[src/rtl/imem_fetch_ctrl.sv]
// Instruction memory sequencer: streams loader beats into memory, then fetches from an
// internal PC and registers each instruction for the core, handling stall, branch, halt and faults.
module imem_fetch_ctrl #(
  parameter int unsigned ADDR_WIDTH              = 32,
  parameter int unsigned DATA_WIDTH              = 32,
  parameter logic [ADDR_WIDTH-1:0] RESET_PC      = '0,
  parameter int unsigned MEM_DEPTH_WORDS         = 256,
  parameter logic [DATA_WIDTH-1:0] HALT_WORD     = 32'h00000073
) (
  input  logic                  clk,
  input  logic                  rst,
  input  logic                  start,
  input  logic                  loadValid,
  input  logic [DATA_WIDTH-1:0] loadData,
  output logic                  loadReady,
  output logic [ADDR_WIDTH-1:0] memAddress,
  output logic                  memWriteEnable,
  output logic [DATA_WIDTH-1:0] memWriteData,
  input  logic [DATA_WIDTH-1:0] memInstruction,
  input  logic                  stall,
  input  logic                  branchTaken,
  input  logic [ADDR_WIDTH-1:0] branchTarget,
  output logic [ADDR_WIDTH-1:0] pc,
  output logic [DATA_WIDTH-1:0] instruction,
  output logic                  instrValid,
  output logic                  halted,
  output logic                  fault,
  output logic [ADDR_WIDTH-1:0] faultAddress
);

  typedef enum logic [2:0] {StIdle, StLoad, StRun, StHalt, StFault} state_e;

  // One extra bit so the limit is representable even when the memory spans the address space.
  localparam logic [ADDR_WIDTH:0] MemLimit = (ADDR_WIDTH + 1)'(MEM_DEPTH_WORDS) << 2;
  localparam logic [ADDR_WIDTH-1:0] DepthWords = ADDR_WIDTH'(MEM_DEPTH_WORDS);

  state_e                state_q, state_d;
  logic [ADDR_WIDTH-1:0] fetch_pc_q, fetch_pc_d;
  logic [ADDR_WIDTH-1:0] wp_q, wp_d;
  logic [ADDR_WIDTH-1:0] pc_q, pc_d;
  logic [DATA_WIDTH-1:0] instr_q, instr_d;
  logic                  instr_valid_q, instr_valid_d;
  logic                  halted_q, halted_d;
  logic                  fault_q, fault_d;
  logic [ADDR_WIDTH-1:0] fault_addr_q, fault_addr_d;

  logic                  do_start;
  logic [ADDR_WIDTH-1:0] next_pc;
  logic [ADDR_WIDTH-1:0] wp_bytes;
  logic                  next_pc_bad;

  assign do_start    = start && (state_q != StRun);
  assign next_pc     = branchTaken ? branchTarget : fetch_pc_q + ADDR_WIDTH'(4);
  assign next_pc_bad = (next_pc[1:0] != 2'b00) || ({1'b0, next_pc} >= MemLimit);
  assign wp_bytes    = wp_q << 2;

  always_comb begin
    state_d        = state_q;
    fetch_pc_d     = fetch_pc_q;
    wp_d           = wp_q;
    pc_d           = pc_q;
    instr_d        = instr_q;
    instr_valid_d  = instr_valid_q;
    halted_d       = halted_q;
    fault_d        = fault_q;
    fault_addr_d   = fault_addr_q;
    loadReady      = ((state_q == StIdle) || (state_q == StLoad)) && !start;
    memAddress     = '0;
    memWriteEnable = 1'b0;
    memWriteData   = '0;

    if (do_start) begin
      state_d       = StRun;
      fetch_pc_d    = RESET_PC;
      wp_d          = '0;
      instr_valid_d = 1'b0;
      halted_d      = 1'b0;
      fault_d       = 1'b0;
    end else begin
      unique case (state_q)
        StIdle, StLoad: begin
          if (loadValid) begin
            if (wp_q == DepthWords) begin
              state_d      = StFault;
              fault_d      = 1'b1;
              fault_addr_d = wp_bytes;
            end else begin
              state_d        = StLoad;
              memWriteEnable = 1'b1;
              memAddress     = wp_bytes;
              memWriteData   = loadData;
              wp_d           = wp_q + ADDR_WIDTH'(1);
            end
          end
        end
        StRun: begin
          memAddress = fetch_pc_q;
          if (!stall) begin
            // Halt wins over both branch and fault: the next PC is never used.
            if (memInstruction == HALT_WORD) begin
              state_d       = StHalt;
              instr_valid_d = 1'b0;
              halted_d      = 1'b1;
            end else if (next_pc_bad) begin
              state_d       = StFault;
              fault_d       = 1'b1;
              fault_addr_d  = next_pc;
              instr_valid_d = 1'b0;
            end else begin
              instr_d       = memInstruction;
              pc_d          = fetch_pc_q;
              instr_valid_d = 1'b1;
              fetch_pc_d    = next_pc;
            end
          end
        end
        StHalt, StFault: ;
        default: state_d = StIdle;
      endcase
    end
  end

  always_ff @(posedge clk or posedge rst) begin
    if (rst) begin
      state_q       <= StIdle;
      fetch_pc_q    <= RESET_PC;
      wp_q          <= '0;
      pc_q          <= '0;
      instr_q       <= '0;
      instr_valid_q <= 1'b0;
      halted_q      <= 1'b0;
      fault_q       <= 1'b0;
      fault_addr_q  <= '0;
    end else begin
      state_q       <= state_d;
      fetch_pc_q    <= fetch_pc_d;
      wp_q          <= wp_d;
      pc_q          <= pc_d;
      instr_q       <= instr_d;
      instr_valid_q <= instr_valid_d;
      halted_q      <= halted_d;
      fault_q       <= fault_d;
      fault_addr_q  <= fault_addr_d;
    end
  end

  assign pc           = pc_q;
  assign instruction  = instr_q;
  assign instrValid   = instr_valid_q;
  assign halted       = halted_q;
  assign fault        = fault_q;
  assign faultAddress = fault_addr_q;

endmodule

[config.mk]
export PLATFORM = sky130hd
export DESIGN_NAME = imem_fetch_ctrl
export DESIGN_NICKNAME = d
export VERILOG_FILES = /design/src/rtl/imem_fetch_ctrl.sv
export SDC_FILE = /design/constraint.sdc
export NUM_CORES = 1
export LEC_CHECK = 0
export BUFFER_PORTS_ARGS = -buffer_cell sky130_fd_sc_hd__buf_2
export CAP_MARGIN = 0
export CORE_MARGIN = 1
export CORE_UTILIZATION = 54
export CTS_BUF_LIST = sky130_fd_sc_hd__clkbuf_2 sky130_fd_sc_hd__clkbuf_4 sky130_fd_sc_hd__clkbuf_8
export CTS_CLUSTER_DIAMETER = 200
export DETAILED_ROUTE_END_ITERATION = 10
export HOLD_SLACK_MARGIN = 0.02
export PLACE_DENSITY = 0.85
export SYNTH_ARGS = -nofsm -noshare
export SYNTH_HDL_FRONTEND = slang
export SYNTH_SLANG_ARGS = --single-unit
[constraint.sdc]
create_clock -name clk -period 6.8 [get_ports clk]
set_clock_uncertainty 0.05 [all_clocks]
set_input_delay 0.68 -clock clk [delete_from_list [all_inputs] [get_ports clk]]
set_output_delay 0.68 -clock clk [all_outputs]
set_load 0.01 [all_outputs]
Word level (Yosys, flattened, before mapping). Cells that the tools add are included.

$add $sub $neg: 2. $mul: 0. Divide/modulo/power cells: 0. $lt $le $gt $ge: 1. Equality and inequality tests: 23. Shifts and indexed selects: 0. Muxes and demuxes: 51. Bitwise logic cells: 4. Reduce and logical (&&, ||, !) cells: 23.

Operator list (count): 32-bit two-way mux (22); 32-bit one-hot mux with 2 select lines (2); 32-bit by 1-bit adder with 32-bit output, second input constant (1); 32-bit by 3-bit adder with 32-bit output, second input constant (1); 32-bit by 7-bit == test with 1-bit output, second input constant (1); 32-bit by 9-bit == test with 1-bit output, second input constant (1); 32-bit by 11-bit greater-or-equal comparator with 1-bit output, second input constant (1); 1-bit two-way mux (19); 3-bit two-way mux (6); 2-bit inequality test, second input constant (9); 3-bit inequality test, second input constant (5); 2-bit nonzero test (6); 3-bit one-hot mux with 3 select lines (1); 4-bit AND reduction (2); 7-bit AND reduction (1); 3-bit by 2-bit == test with 1-bit output, second input constant (2); 3-bit AND reduction (2); 6-bit AND reduction (1); 5-bit AND reduction (1); 4-bit inequality test, second input constant (1); 1-bit inverter (4); 2-bit OR reduction (2); 3-bit by 1-bit == test with 1-bit output, second input constant (1); 3-bit == test, second input constant (1); 9 further kinds (11).

Flip-flop bits (word level): 166. Bits in latches: 0. RAM bits: 0. Bits in read-only memories: 0. Input bits: 102. Output and inout port bits: 165. Logic and storage cells: 113. Memories kept: 0.

Depth between registers and ports, before layout.
Depth after elaboration: 9. Gate-level depth with buffers: 12.

Worst setup path after synthesis. Ideal clock, no wire load.

Path type: register to register. Start: register fetch_pc_q[2]. End: register fetch_pc_q[31]. Setup time: 120 ps. Data arrival time: 3339 ps. Data required time: 6630 ps. Slack: 3292 ps. Stages on the path, launching flop included: 12. Path buffers: 2. Cells stage by stage: dfrtp_1 -> ha_1 -> nand3_1 -> nor3_1 -> mux2_2 -> o311a_1 -> or4b_1 -> nor4_4 -> nand3_2 -> buf_2 -> buf_2 -> and3_1.

Longest elaborated chain between the ends: 7. Elaborated cells between the ends (all ways): 11. Those cells by class: add/sub: 1; order compare: 1; eq/ne: 1; mux: 6; reduce/logical: 2.

Ends and longest elaborated chain: from (decl) (line 38) `logic [ADDR_WIDTH-1:0] fetch_pc_q, fetch_pc_d;`; from (signal assigned) (line 136) `fetch_pc_q <= fetch_pc_d;`; 32-bit by 3-bit adder with 32-bit output * (line 53) `assign next_pc = branchTaken ? branchTarget : fetch_pc_q + ADDR_WIDTH'(4);`; 32-bit two-way mux * (line 53); branches (longest 5 deep; another with 32-bit by 11-bit greater-or-equal comparator with 1-bit output).

Every way passes the cells marked *. The select of a mux whose other input is x is not followed. A chain may end at the register's enable or synchronous reset.

Worst setup path after layout.
Start: register fetch_pc_q[3]. End: register instr_q[13], in the netlist instruction[13].

Longest elaborated chain between the ends: 6.

Ends and longest elaborated chain: 32-bit by 3-bit adder with 32-bit output (line 53); 32-bit two-way mux (line 53); 32-bit by 11-bit greater-or-equal comparator with 1-bit output (line 54) `assign next_pc_bad = (next_pc[1:0] != 2'b00) || ({1'b0, next_pc} >= MemLimit);`; 1-bit logical OR (line 54); 1-bit inverter (no line); 5-bit AND reduction (no line); to (signal assigned) (line 139) `instr_q <= instr_d;`; to (decl) (line 41) `logic [DATA_WIDTH-1:0] instr_q, instr_d;`.

Every way passes these cells.

==> metrics.log <==
[metrics] top library cells by usage in the layout, fill and taps aside: sky130_fd_sc_hd__buf_2, sky130_fd_sc_hd__dfrtp_1, sky130_fd_sc_hd__nor2_1
[metrics] remaining number of nets flagged by the antenna check after routing: 0
[metrics] combined buffer and inverter count along the critical path: 1
[metrics] family of cells with the greatest summed delay on the critical path: simple AND/OR/NAND/NOR gates
[metrics] number of buffers added on ports: 266
[metrics] Resized cells post-CTS: 0
[metrics] H-tree levels: 4
[metrics] worst slew margin relative to its limit: 28.0%
[metrics] Post-CTS Setup Repair Bufs: 0
[metrics] number of register bits inferred by synthesis: 166
[metrics] maximum achievable frequency: 214 MHz
[metrics] share of synthesized area occupied by flip-flops and latches: 47.0%
[metrics] global route hottest layer: met2
[metrics] area growth from synthesis to final layout: 20.5%
[metrics] post-route cell area: 10700 um^2
[metrics] Post-Syn Area per Cell: 9.95 um^2
[metrics] post-DR wirelength/cell: 18.5 um
[metrics] area share of the largest cell type after synthesis: 47.0%
[metrics] Global Route met1 Usage: 37.6%
[metrics] aggregate routed wire length: 24700 um
[metrics] global-route wire length before repair: 37700 um
[metrics] cell area after placement: 10300 um^2
[metrics] top-level port count: 267
[metrics] clock net sink count: 166
[metrics] Die Height: 130 um
[metrics] Antenna Cells: 0
[metrics] most common library cell in the layout ignoring fill and taps: sky130_fd_sc_hd__buf_2
[metrics] layout net count: 1216
[metrics] slew of the pin with the lowest slew margin: 1.08 ns
[metrics] Core Rows: 46
[metrics] fraction of the cycle the final worst path needs: 68.7%
[metrics] cell chosen for the clock root: sky130_fd_sc_hd__clkbuf_8
[metrics] area of the mapped netlist: 8840 um^2
[metrics] crit path capture type: flip-flop
[metrics] horizontal extent of the die: 130 um
[metrics] TritonCTS buffer count: 17
[metrics] run status: completed
[metrics] Via Count: 7975
[metrics] number of DRC violations after detailed routing: 0
[metrics] cell type with the highest occurrence count on the critical path: sky130_fd_sc_hd__nand3_1
[metrics] Detailed Place HPWL: 17800 um
[metrics] total of max-cap violations: 0
[metrics] Iteration-0 DRC Markers: 897
[metrics] hold_buf cts: 0
[metrics] top post-synthesis cells by area: sky130_fd_sc_hd__dfrtp_1, sky130_fd_sc_hd__mux2_1, sky130_fd_sc_hd__mux2_2
[metrics] utilization of the core after routing: 66.8%
[metrics] Final Hold Viols: 0
[metrics] total power density per cell area: 255 nW/um^2
[metrics] antenna violations before repair: 0
[metrics] RSZ-0062 raised after global routing: no
[metrics] routing usage on met2: 47.8%
[metrics] type of the setup path with the least slack: reg -> reg
[metrics] post-synthesis net count: 994
[metrics] global-route track usage on met3: 7.38%
[metrics] IR Drop Worst-Case VDD: 0.241 mV
[metrics] highest fanout seen on the critical path: 66
[metrics] static leakage: 5.73 nW
[metrics] top flip-flop cell by instance count after synthesis: sky130_fd_sc_hd__dfrtp_1
[metrics] buffers from clock root to sink, at most: 2
[metrics] shortest clock period the worst path allows after layout: 4.67 ns
[metrics] worst path arrival time: 4.97 ns
[metrics] Hold Slack: 0.290 ns
[metrics] share of post-route cells with drive strength above 1: 31.3%
[metrics] largest net degree at the start of global routing: 86
[metrics] effective utilization at floorplan: 55.5%
[metrics] Unique masters post-synth: 55
[metrics] data required time of the critical path: 7.10 ns
[metrics] Worst path max stage delay: 0.78 ns
[metrics] final-report max-slew violation count: 0
[metrics] area inside the core boundary: 15900 um^2
[metrics] placer congestion estimate: 0.965
[metrics] path category of the worst min-delay check: in -> async
[metrics] total negative slack: 0 ns
[metrics] crit-path cells: ha_1 > nand3_1 > nor4_1 > mux2i_1 > nand3_1 > or4b_1 > nor4_4 > nand3_4 > buf_4 > mux2_1
[metrics] library cell with the largest summed area after synthesis: sky130_fd_sc_hd__dfrtp_1
[metrics] aggregate global routing overflow: 0
[metrics] Post-Syn Instances: 889
[metrics] standard cell with the maximum stage delay on the critical path: sky130_fd_sc_hd__nor4_1
[metrics] async set-reset flop share out of synthesis: 100%
[metrics] warnings from Yosys: 0
[metrics] vias per cell: 5.95
[metrics] via count of the first global-routing pass: 7376
[metrics] number of enable flip-flop cells after synthesis: 0
[metrics] clock tree from TritonCTS: yes
[metrics] GRT Resource Usage Total: 29.4%
[metrics] clock latency on the worst-skew pair: 0.47 ns
[metrics] detailed-routing iteration count for the pre-antenna-repair pass: 8
[metrics] Clock transition at path regs: 0.09 ns
[metrics] Total Die Area: 16900 um^2
[metrics] final setup vio count: 0
[metrics] startpoint types: flip-flop
layout make-up:
class                      instances  area [um^2]
clock inverter                    10          121
multi-input combinational        638         4370
fill                            1227         5290
clock buffer                      22          284
tap                              216          270
timing repair buffer             275         1400
sequential                       166         4150
inverter                          13         53.8
Yosys cell counts, drive strengths merged (2+ instances only):
cell,instances
xnor2,13
and4,10
or2,2
nand3,22
mux2,100
nand2,73
ha,3
o211ai,2
nand2b,8
or4,2
nor3,16
or3,11
nand4,21
o31a,4
clkbuf,57
buf,15
dfrtp,166
inv,12
o21ai,42
nor4b,5
o311ai,2
a22oi,33
and3,58
a31oi,2
nor2,84
nor4,25
a21oi,21
o31ai,3
xor2,30
mux2i,23
and2,7
per-layer routing:
metal  vias up  part of all wire, %
li1       3634                    -
met1      3854                   40
met2       422                   49
met3        65                  8.7
met4         0                  3.0
met5         -                    0
final timing paths:
kind,start,to,slack (ns),depth (start not counted)
worst max-delay path,fetch_pc_q[3],instruction[13],2.13,10
worst min-delay path,rst,faultAddress[1],0.29,2
worst max register to register,fetch_pc_q[3],instruction[13],2.13,10
worst min register to register,fault,fault,0.43,1
max in group asynchronous,rst,faultAddress[20],4.86,3
min in group clk,memInstruction[1],instruction[1],0.37,2
cells by family after synthesis:
| group | synth area share (%) |
|---|---|
| compound gates | 8.67 |
| xor+xnor | 4.26 |
| fa+ha+maj | 0.424 |
| buf+inv | 3.81 |
| flops | 47.0 |
| mux | 15.3 |
| simple gates | 20.5 |
flip-flops by register name, summed over array words and instances, names as in the netlist:
name and cells:
instruction 32, instrValid 1, halted 1, fault 1
pc 32, state_q 3, fetch_pc_q 32, faultAddress 32
wp_q 32
power breakdown:
| part | leakage (nW) | switching, mW | internal (mW) | total [mW] |
|---|---|---|---|---|
| clock network | 0.196 | 0.364 | 0.360 | 0.723 |
| logic | 3.23 | 0.523 | 0.304 | 0.827 |
| registers | 2.30 | 0.0661 | 1.10 | 1.16 |
through the flow:
| stage | power, mW | instances | setup WS [ns] |
|---|---|---|---|
| detailed placement | 2.01 | 1308 | 2.13 |
| global route | 2.84 | 1340 | 1.77 |
| finish | 2.71 | 1340 | 2.13 |
| floorplan | 1.69 | 889 | 1.58 |
| global placement | 1.98 | 1308 | 2.23 |
| CTS | 2.73 | 1340 | 2.14 |
No activity file was read; power rests on OpenSTA's default activity.
